`src/rtl/izh_pkg.sv`:
```
// rtl/izh_pkg.sv - shared types, limits and saturating add for the izh neuron family
package izh_pkg;

  localparam int CUR_W = 8;
  localparam logic [CUR_W-1:0] CUR_MAX = 8'hFF;

  typedef enum logic [0:0] {
    IDLE   = 1'b0,
    ACTIVE = 1'b1
  } syn_state_t;

  // Unsigned add clamped to full scale; used by neuron input stages too.
  function automatic logic [CUR_W-1:0] sat_add(input logic [CUR_W-1:0] a,
                                               input logic [CUR_W-1:0] b);
    logic [CUR_W:0] s;
    s = {1'b0, a} + {1'b0, b};
    return s[CUR_W] ? CUR_MAX : s[CUR_W-1:0];
  endfunction

endpackage

```
`src/rtl/izh_syn_decay.sv`:
```
// rtl/izh_syn_decay.sv - combinational exponential decay step D(I) = I - max(I >> shift, I != 0)
module izh_syn_decay #(
  parameter int WIDTH       = 8,
  parameter int DECAY_SHIFT = 3
) (
  input  logic [WIDTH-1:0] cur,
  output logic [WIDTH-1:0] decayed
);

  logic [WIDTH-1:0] d;

  always_comb begin
    d = cur >> DECAY_SHIFT;
    // Small currents still lose one LSB per step so the tail always reaches zero.
    if (d == '0 && cur != '0) d = WIDTH'(1);
    decayed = cur - d;
  end

endmodule

```
`src/rtl/izh_synapse.sv`:
```
// rtl/izh_synapse.sv - spike-edge driven synaptic current with ticked exponential decay
module izh_synapse
  import izh_pkg::*;
#(
  parameter int WIDTH       = 8,
  parameter int DECAY_SHIFT = 3,
  parameter int TICK_DIV    = 4
) (
  input  logic             clk,
  input  logic             reset,
  input  logic             spike_in,
  input  logic [WIDTH-1:0] weight,
  output logic [WIDTH-1:0] current,
  output logic             spike_seen,
  output logic             active
);

  localparam int TC_W = (TICK_DIV > 1) ? $clog2(TICK_DIV) : 1;
  localparam logic [TC_W-1:0] TC_LAST = TC_W'(TICK_DIV - 1);

  syn_state_t       state, state_next;
  logic             spike_d;
  logic             spike_edge;
  logic             tick;
  logic [TC_W-1:0]  tick_cnt, tick_cnt_next;
  logic [WIDTH-1:0] decayed, base, cur_next;
  logic [WIDTH:0]   sum;

  izh_syn_decay #(
    .WIDTH      (WIDTH),
    .DECAY_SHIFT(DECAY_SHIFT)
  ) u_decay (
    .cur    (current),
    .decayed(decayed)
  );

  always_comb begin
    spike_edge = spike_in & ~spike_d;
    tick       = (state == ACTIVE) && (tick_cnt == TC_LAST);
    // Decay first, then add the weight when both land in the same cycle.
    base       = tick ? decayed : current;
    sum        = {1'b0, base} + {1'b0, weight};
    cur_next   = base;
    if (spike_edge) cur_next = sum[WIDTH] ? '1 : sum[WIDTH-1:0];
  end

  always_comb begin
    state_next = state;
    case (state)
      IDLE:    if (spike_edge && cur_next != '0) state_next = ACTIVE;
      ACTIVE:  if (cur_next == '0) state_next = IDLE;
      default: state_next = IDLE;
    endcase
  end

  always_comb begin
    tick_cnt_next = '0;
    if (state == ACTIVE && state_next == ACTIVE)
      tick_cnt_next = tick ? '0 : tick_cnt + TC_W'(1);
  end

  always_ff @(posedge clk) begin
    if (reset) begin
      state      <= IDLE;
      tick_cnt   <= '0;
      spike_d    <= 1'b0;
      current    <= '0;
      spike_seen <= 1'b0;
    end else begin
      state      <= state_next;
      tick_cnt   <= tick_cnt_next;
      spike_d    <= spike_in;
      current    <= cur_next;
      spike_seen <= spike_edge;
    end
  end

  assign active = (state == ACTIVE);

endmodule

```
`config.mk`:
```
export PLATFORM = sky130hd
export DESIGN_NAME = izh_synapse
export DESIGN_NICKNAME = d
export VERILOG_FILES = /design/src/rtl/izh_pkg.sv /design/src/rtl/izh_syn_decay.sv /design/src/rtl/izh_synapse.sv
export SDC_FILE = /design/constraint.sdc
export NUM_CORES = 1
export LEC_CHECK = 0
export CAP_MARGIN = 20
export CORE_ASPECT_RATIO = 0.9
export CORE_MARGIN = 4
export CORE_UTILIZATION = 27
export DETAILED_ROUTE_END_ITERATION = 10
export PLACE_DENSITY = 0.53
export SLEW_MARGIN = 20
export SYNTH_ARGS = -nofsm -noshare
export SYNTH_HDL_FRONTEND = slang
export SYNTH_HIERARCHICAL = 1
export SYNTH_SLANG_ARGS = --single-unit
```
`constraint.sdc`:
```
create_clock -name clk -period 7.45 [get_ports clk]
set_input_delay 0.745 -clock clk [delete_from_list [all_inputs] [get_ports clk]]
set_output_delay 0.745 -clock clk [all_outputs]
set_load 0.02 [all_outputs]
```
==> results.cfg, run 1 <==
[final_layout]
multiInputGateArea_sq_um = 1086
diodes = 0
final_core_util_pct = 33.29
fill_cells = 552
regArea_sq_um = 260.3
area_growth_pct = 19.72
nets = 223
design_area_sq_um = 1739
layout-drive-gt1-share_pct = 11.28

[sta]
hold_viol = 0
rsz0062_at_grt = no
fin_setup_tns_ns = 0
timing.hold.ws_ns = 0.4497
worst_pin_slew_ns = 0.6081
max_freq_ghz = 0.2528
setup_violations = 0
skew_ns = 0.003830
fin_crit_sh_pct = 53.09
max_slew_margin_pct = 59.46
finalMaxSlewViolations = 0
fin_crit_ns = 3.956

[synthesis]
yosysWarningCount = 6
yosysUniqueCellTypes = 52
synth_ff_type = dfxtp_1
ys_seq_elements = 13
synth-edff-count = 0
synth_fp_nets = 205
synth.most_common_cell = inv_1
synth.area.top_cells = dfxtp_1, ha_1, a211oi_1
yosys.area.top_type_share_pct = 17.92
synth_common_cells = inv_1, ha_1, dfxtp_1
ys_seq_area_share_pct = 17.92
synth.cell_area_sq_um = 1453
async_flop_share_pct = 0
yosysTopAreaCell = dfxtp_1
syn_inst = 178
avgSynthCellArea_sq_um = 8.161

[pwr]
p_total_uw = 315.6
switching_share_pct = 39.30
p_per_area_nw_per_um2 = 181.5
p_switching_uw = 124.0
p_int_uw = 191.5
vdd_drop_max_v = 0.00005577
p_leak_uw = 0.0007245
p_clk_share_pct = 20.4
power_frac_comb_pct = 52.3
p_seq_share_pct = 27.4

[placed_design]
io_buffer_count = 20
placed_area_sq_um = 1694
gp_congestion = 0.7807
dp_hpwl_microns = 2835

[die]
boundaryPins = 21
core_sq_um = 5224
floorplan.initialDensity_pct = 27.81
die_width_microns = 85.32
core.rowCount = 25
chipHeight_microns = 77.59
dieArea_sq_um = 6619

[setup_path]
crit_chain = inv_1 -> nand4_1 -> o21bai_1 -> ha_1 -> fa_1 -> nor2b_4 -> o31a_1 -> nor3_2 -> xnor2_1 -> and3_1 -> a21o_1 -> ha_1 -> nand2_1 -> o211ai_1 -> a211oi_1 -> o2111ai_1 -> a2111oi_2 -> nor4_1
crit_type = flip-flop to flip-flop
crit_fanout = 6
cp.arrival_ns = 4.06
critPathMaxStageDelay_ns = 0.47
critPathRequiredTime_ns = 7.55
worst_setup_path_start_kind = flip-flop
critPathBufInv = 1
crit_top_cell = ha_1
critPathTopFamily = compound AO/OA/AOI/OAI gates
critPathCaptureType = flip-flop
crit_slowest_cell = dfxtp_1

[clock_tree]
holdBufCountCts = 0
numClockSinks = 13
insertion_delay_ns = 0.25
post_cts_resized = 0
cts_setup_buffers = 0
clkTransAtPathRegs_ns = 0.06
cts_tree = built
cts_buffer_depth = 2
ctsRootBufferMaster = clkbuf_8
cts_made_buffers = 3
h-tree-depth = 1

[drt]
ant_nets = 0
wire_per_inst_microns = 13.12
viasPerCell = 4.920
drt_iter0_drc = 58
first_pass_iters = 4
drc_errors = 0
routed_wl_microns = 3437
vias = 1289

[status]
run_status = finished, final reports clean

[global_routing]
grt_pass1_vias = 1289
antenna_found_initial = 0
grt.total_usage_pct = 11.09
grt_pass1_wl_microns = 6085
grt_overflow = 0
grt_start_max_net_pins = 19

[run]
maxCapViolCount = 0

[worst_hold_path]
hold_path.class = flip-flop to flip-flop
[path summary, 6_finish.rpt]
check / start / cells past startpoint / to / slack, ns
setup reg to reg: current[4]$_SDFF_PP0_ / 18 / tick_cnt[0]$_SDFF_PP0_ / 3.49
hold reg to reg: tick_cnt[0]$_SDFF_PP0_ / 1 / tick_cnt[0]$_SDFF_PP0_ / 0.45
setup / recovery: current[4]$_SDFF_PP0_ / 18 / tick_cnt[0]$_SDFF_PP0_ / 3.49
hold / removal: tick_cnt[0]$_SDFF_PP0_ / 1 / tick_cnt[0]$_SDFF_PP0_ / 0.45
[cells by family after synthesis]
family / after synthesis / synth area share, %
buf+inv: 24 / 7.320
xor+xnor: 8 / 4.824
compound gates: 54 / 27.99
flops: 13 / 17.92
fa+ha+maj: 16 / 14.82
mux: 2 / 1.464
simple gates: 61 / 25.67
[power by group through the flow]
stage / Sequential, uW / Combinational (uW) / Clock, uW
6_report: 86.4 / 165 / 64.2
5_1_grt: 88.0 / 185 / 69.5
4_1_cts: 86.4 / 165 / 66.1
3_5_place_dp: 87.8 / 164 / 0
3_3_place_gp: 87.9 / 166 / 0
2_1_floorplan: 89.8 / 121 / 0
[cell usage in the layout, fill, tap and decap left out, types with 6 or more instances in the layout]
cell type / count
a211oi_1: 12
a21oi_1: 9
clkdlybuf4s50_1: 20
dfxtp_1: 13
ha_1: 14
inv_1: 17
nand2_1: 9
nand2b_1: 7
nand3_1: 8
nor2_1: 9
xnor2_1: 6
[per-stage QoR]
step,cells,setup WS [ns]
after floorplan,178,3.827
after global placement,258,3.607
after detailed placement,258,3.505
after CTS,262,3.490
after global routing,262,3.070
final,262,3.494
[layout make-up]
| type | instances | area share [%] |
|---|---|---|
| repair buffers | 20 | 11.51 |
| inverters | 17 | 3.669 |
| multi-input cells | 141 | 62.45 |
| well taps | 67 | 4.820 |
| clock buffers | 4 | 2.590 |
| flip-flops and latches | 13 | 14.96 |
[registers in the layout (all words and copies together), names as in the netlist]
| name | cells |
|---|---|
| active | 1 |
| current | 8 |
| spike_d | 1 |
| spike_seen | 1 |
| tick_cnt | 2 |
[layer usage]
metal / vias up / global-route usage [%] / wire length, microns
li1: 690 / - / -
met3: 5 / 0.7431 / 57
met1: 578 / 16.46 / 1846
met5: - / 0 / 0
met2: 16 / 16.30 / 1469
met4: 0 / 4.747 / 65
(Power assumes the default switching activity.)
==> run 2, diff against run 1 <==
- PLACE_DENSITY: 0.53 -> 0.55
- clock period: 7.45 -> 3.5 ns (I/O delays scaled with it)
==> run 2 against run 1 <==
Net effect:
- the run now ends with setup timing left
- register-to-register slack got worse by 3.5 ns
- flip-flop and latch count unchanged
- routed wire length grew 16%
- sequential power increased by 100%
- hold slack better by 0.026 ns
- critical path type unchanged
- largest cell class unchanged
- largest power group unchanged
==> results.cfg, run 2 (synthesized netlist as in run 1, its figures left out) <==
[sta]
setup_violations = 3
worst_pin_slew_ns = 0.5346
timing.hold.ws_ns = 0.4756
hold_viol = 0
setup_ws_ns = -0.03491
fin_crit_sh_pct = 101.0
max_slew_margin_pct = 64.15
fin_crit_ns = 3.535
max_freq_ghz = 0.2829
skew_ns = 0.0007657
rsz0062_at_grt = yes
finalMaxSlewViolations = 0

[drt]
wire_per_inst_microns = 13.58
first_pass_iters = 4
ant_nets = 0
vias = 1480
drt_iter0_drc = 77
drc_errors = 0
viasPerCell = 5.034
routed_wl_microns = 3993

[pwr]
p_total_uw = 794.5
switching_share_pct = 38.88
p_int_uw = 485.6
p_seq_share_pct = 22.0
p_per_area_nw_per_um2 = 367.7
vdd_drop_max_v = 0.0001464
p_switching_uw = 308.9
power_frac_comb_pct = 61.2
p_leak_uw = 0.0009024
p_clk_share_pct = 16.8

[placed_design]
dp_slack_ns = -0.1594
io_buffer_count = 20
gp_congestion = 0.8279
dp_hpwl_microns = 3162

[global_routing]
antenna_found_initial = 0
grt_overflow = 0
grt_start_max_net_pins = 12
grt_pass1_vias = 1472
grt.total_usage_pct = 12.44
grt_pass1_wl_microns = 6762

[die]
dieArea_sq_um = 6619
core_sq_um = 5224
chipHeight_microns = 77.59
boundaryPins = 21
floorplan.initialDensity_pct = 27.81
core.rowCount = 25
die_width_microns = 85.32

[final_layout]
diodes = 0
fill_cells = 541
final_common_cell = buf_4
nets = 255
area_growth_pct = 48.75
reg_top3 = current (8), tick_cnt (2)
layout.cells.most_common_list = buf_4, clkdlybuf4s50_1, inv_1, ha_1
largest_register_ffs = 8
layout-drive-gt1-share_pct = 40.53
regMostFlops = current

[clock_tree]
h-tree-depth = 1
insertion_delay_ns = 0.24
numClockSinks = 13
ctsRootBufferMaster = clkbuf_8
clkTransAtPathRegs_ns = 0.05
cts_tree = built
cts_made_buffers = 3
cts_buffer_depth = 2

[setup_path]
crit_fanout = 3
crit_type = flip-flop to flip-flop
critPathCaptureType = flip-flop
worst_setup_path_start_kind = flip-flop
critPathRequiredTime_ns = 3.61
cp.arrival_ns = 3.65

[run]
maxCapViolCount = 0

[worst_hold_path]
hold_path.class = flip-flop to flip-flop

[status]
violations = setup timing
run_status = complete, but fails checks
[run 2: cell types whose count changed in the layout (fill, tap and decap cells not counted), sizes merged]
cell  delta
buf     +32
[run 2: path summary, 6_finish.rpt]
check / cells after the start / from / slack (ns) / to
setup / recovery: 17 / current[0]$_SDFF_PP0_ / -0.03 / tick_cnt[1]$_SDFF_PP0_
hold reg to reg: 1 / tick_cnt[0]$_SDFF_PP0_ / 0.48 / tick_cnt[0]$_SDFF_PP0_
hold / removal: 1 / tick_cnt[0]$_SDFF_PP0_ / 0.48 / tick_cnt[0]$_SDFF_PP0_
setup reg to reg: 17 / current[0]$_SDFF_PP0_ / -0.03 / tick_cnt[1]$_SDFF_PP0_
[run 2: repair_timing]
| item | in CTS | in global routing |
|---|---|---|
| pin swaps | 20 | 5 |
| setup buffers | 4 | 3 |
| hold buffers | 0 | 0 |
| setup endpoints to repair | 5 | 10 |
| gates resized for setup | 20 | 19 |
[run 2: worst max-delay path, cell delays in order (launching register included)]
cell and delay (ns):
dfxtp_2 0.32, nor3_2 0.18, o21bai_1 0.10, ha_2 0.20
fa_2 0.39, nor2b_4 0.13, o31a_1 0.17, nor3_2 0.05
xnor2_1 0.14, and3_1 0.18, a21o_1 0.20, ha_4 0.26
nand2_2 0.08, o211ai_1 0.16, a211oi_2 0.27, o2111ai_2 0.17
a2111oi_4 0.33, nor4b_2 0.09
[run 2: metal layers]
layer	GRT usage (%)	up-vias	share of wire (%)
met4	4.430	0	1.5
met1	16.92	694	48
met2	20.73	22	47
li1	-	759	-
met5	0	-	0
met3	0.6369	5	2.6
[run 2: cell type report]
cell class                      count  area, sq um  area share (%)
Tap cell                           67        83.83           3.880
Sequential cell                    13        266.5           12.33
Multi-Input combinational cell    141         1250           57.85
Timing Repair Buffer               52        451.7           20.90
Inverter                           17        63.81           2.953
Clock buffer                        4        45.04           2.085
[run 2: stage by stage]
stage | area (sq um) | TNS, ns | cells | util [%]
after floorplan | 1465 | 0 | 178 | -
after global placement | 1902 | -0.4000 | 284 | 36.41
after detailed placement | 1902 | -0.4653 | 284 | 36.41
after CTS | 2076 | -0.005483 | 291 | 39.74
after global routing | 2161 | -0.9005 | 294 | 41.37
final | 2161 | -0.07437 | 294 | 41.37
[run 2: power by group through the flow]
stage / Clock (uW) / Combinational [uW] / Sequential [uW]
after global routing: 144 / 539 / 177
after global placement: 0 / 414 / 175
after CTS: 136 / 464 / 174
after floorplan: 0 / 260 / 192
final: 133 / 486 / 175
after detailed placement: 0 / 414 / 176
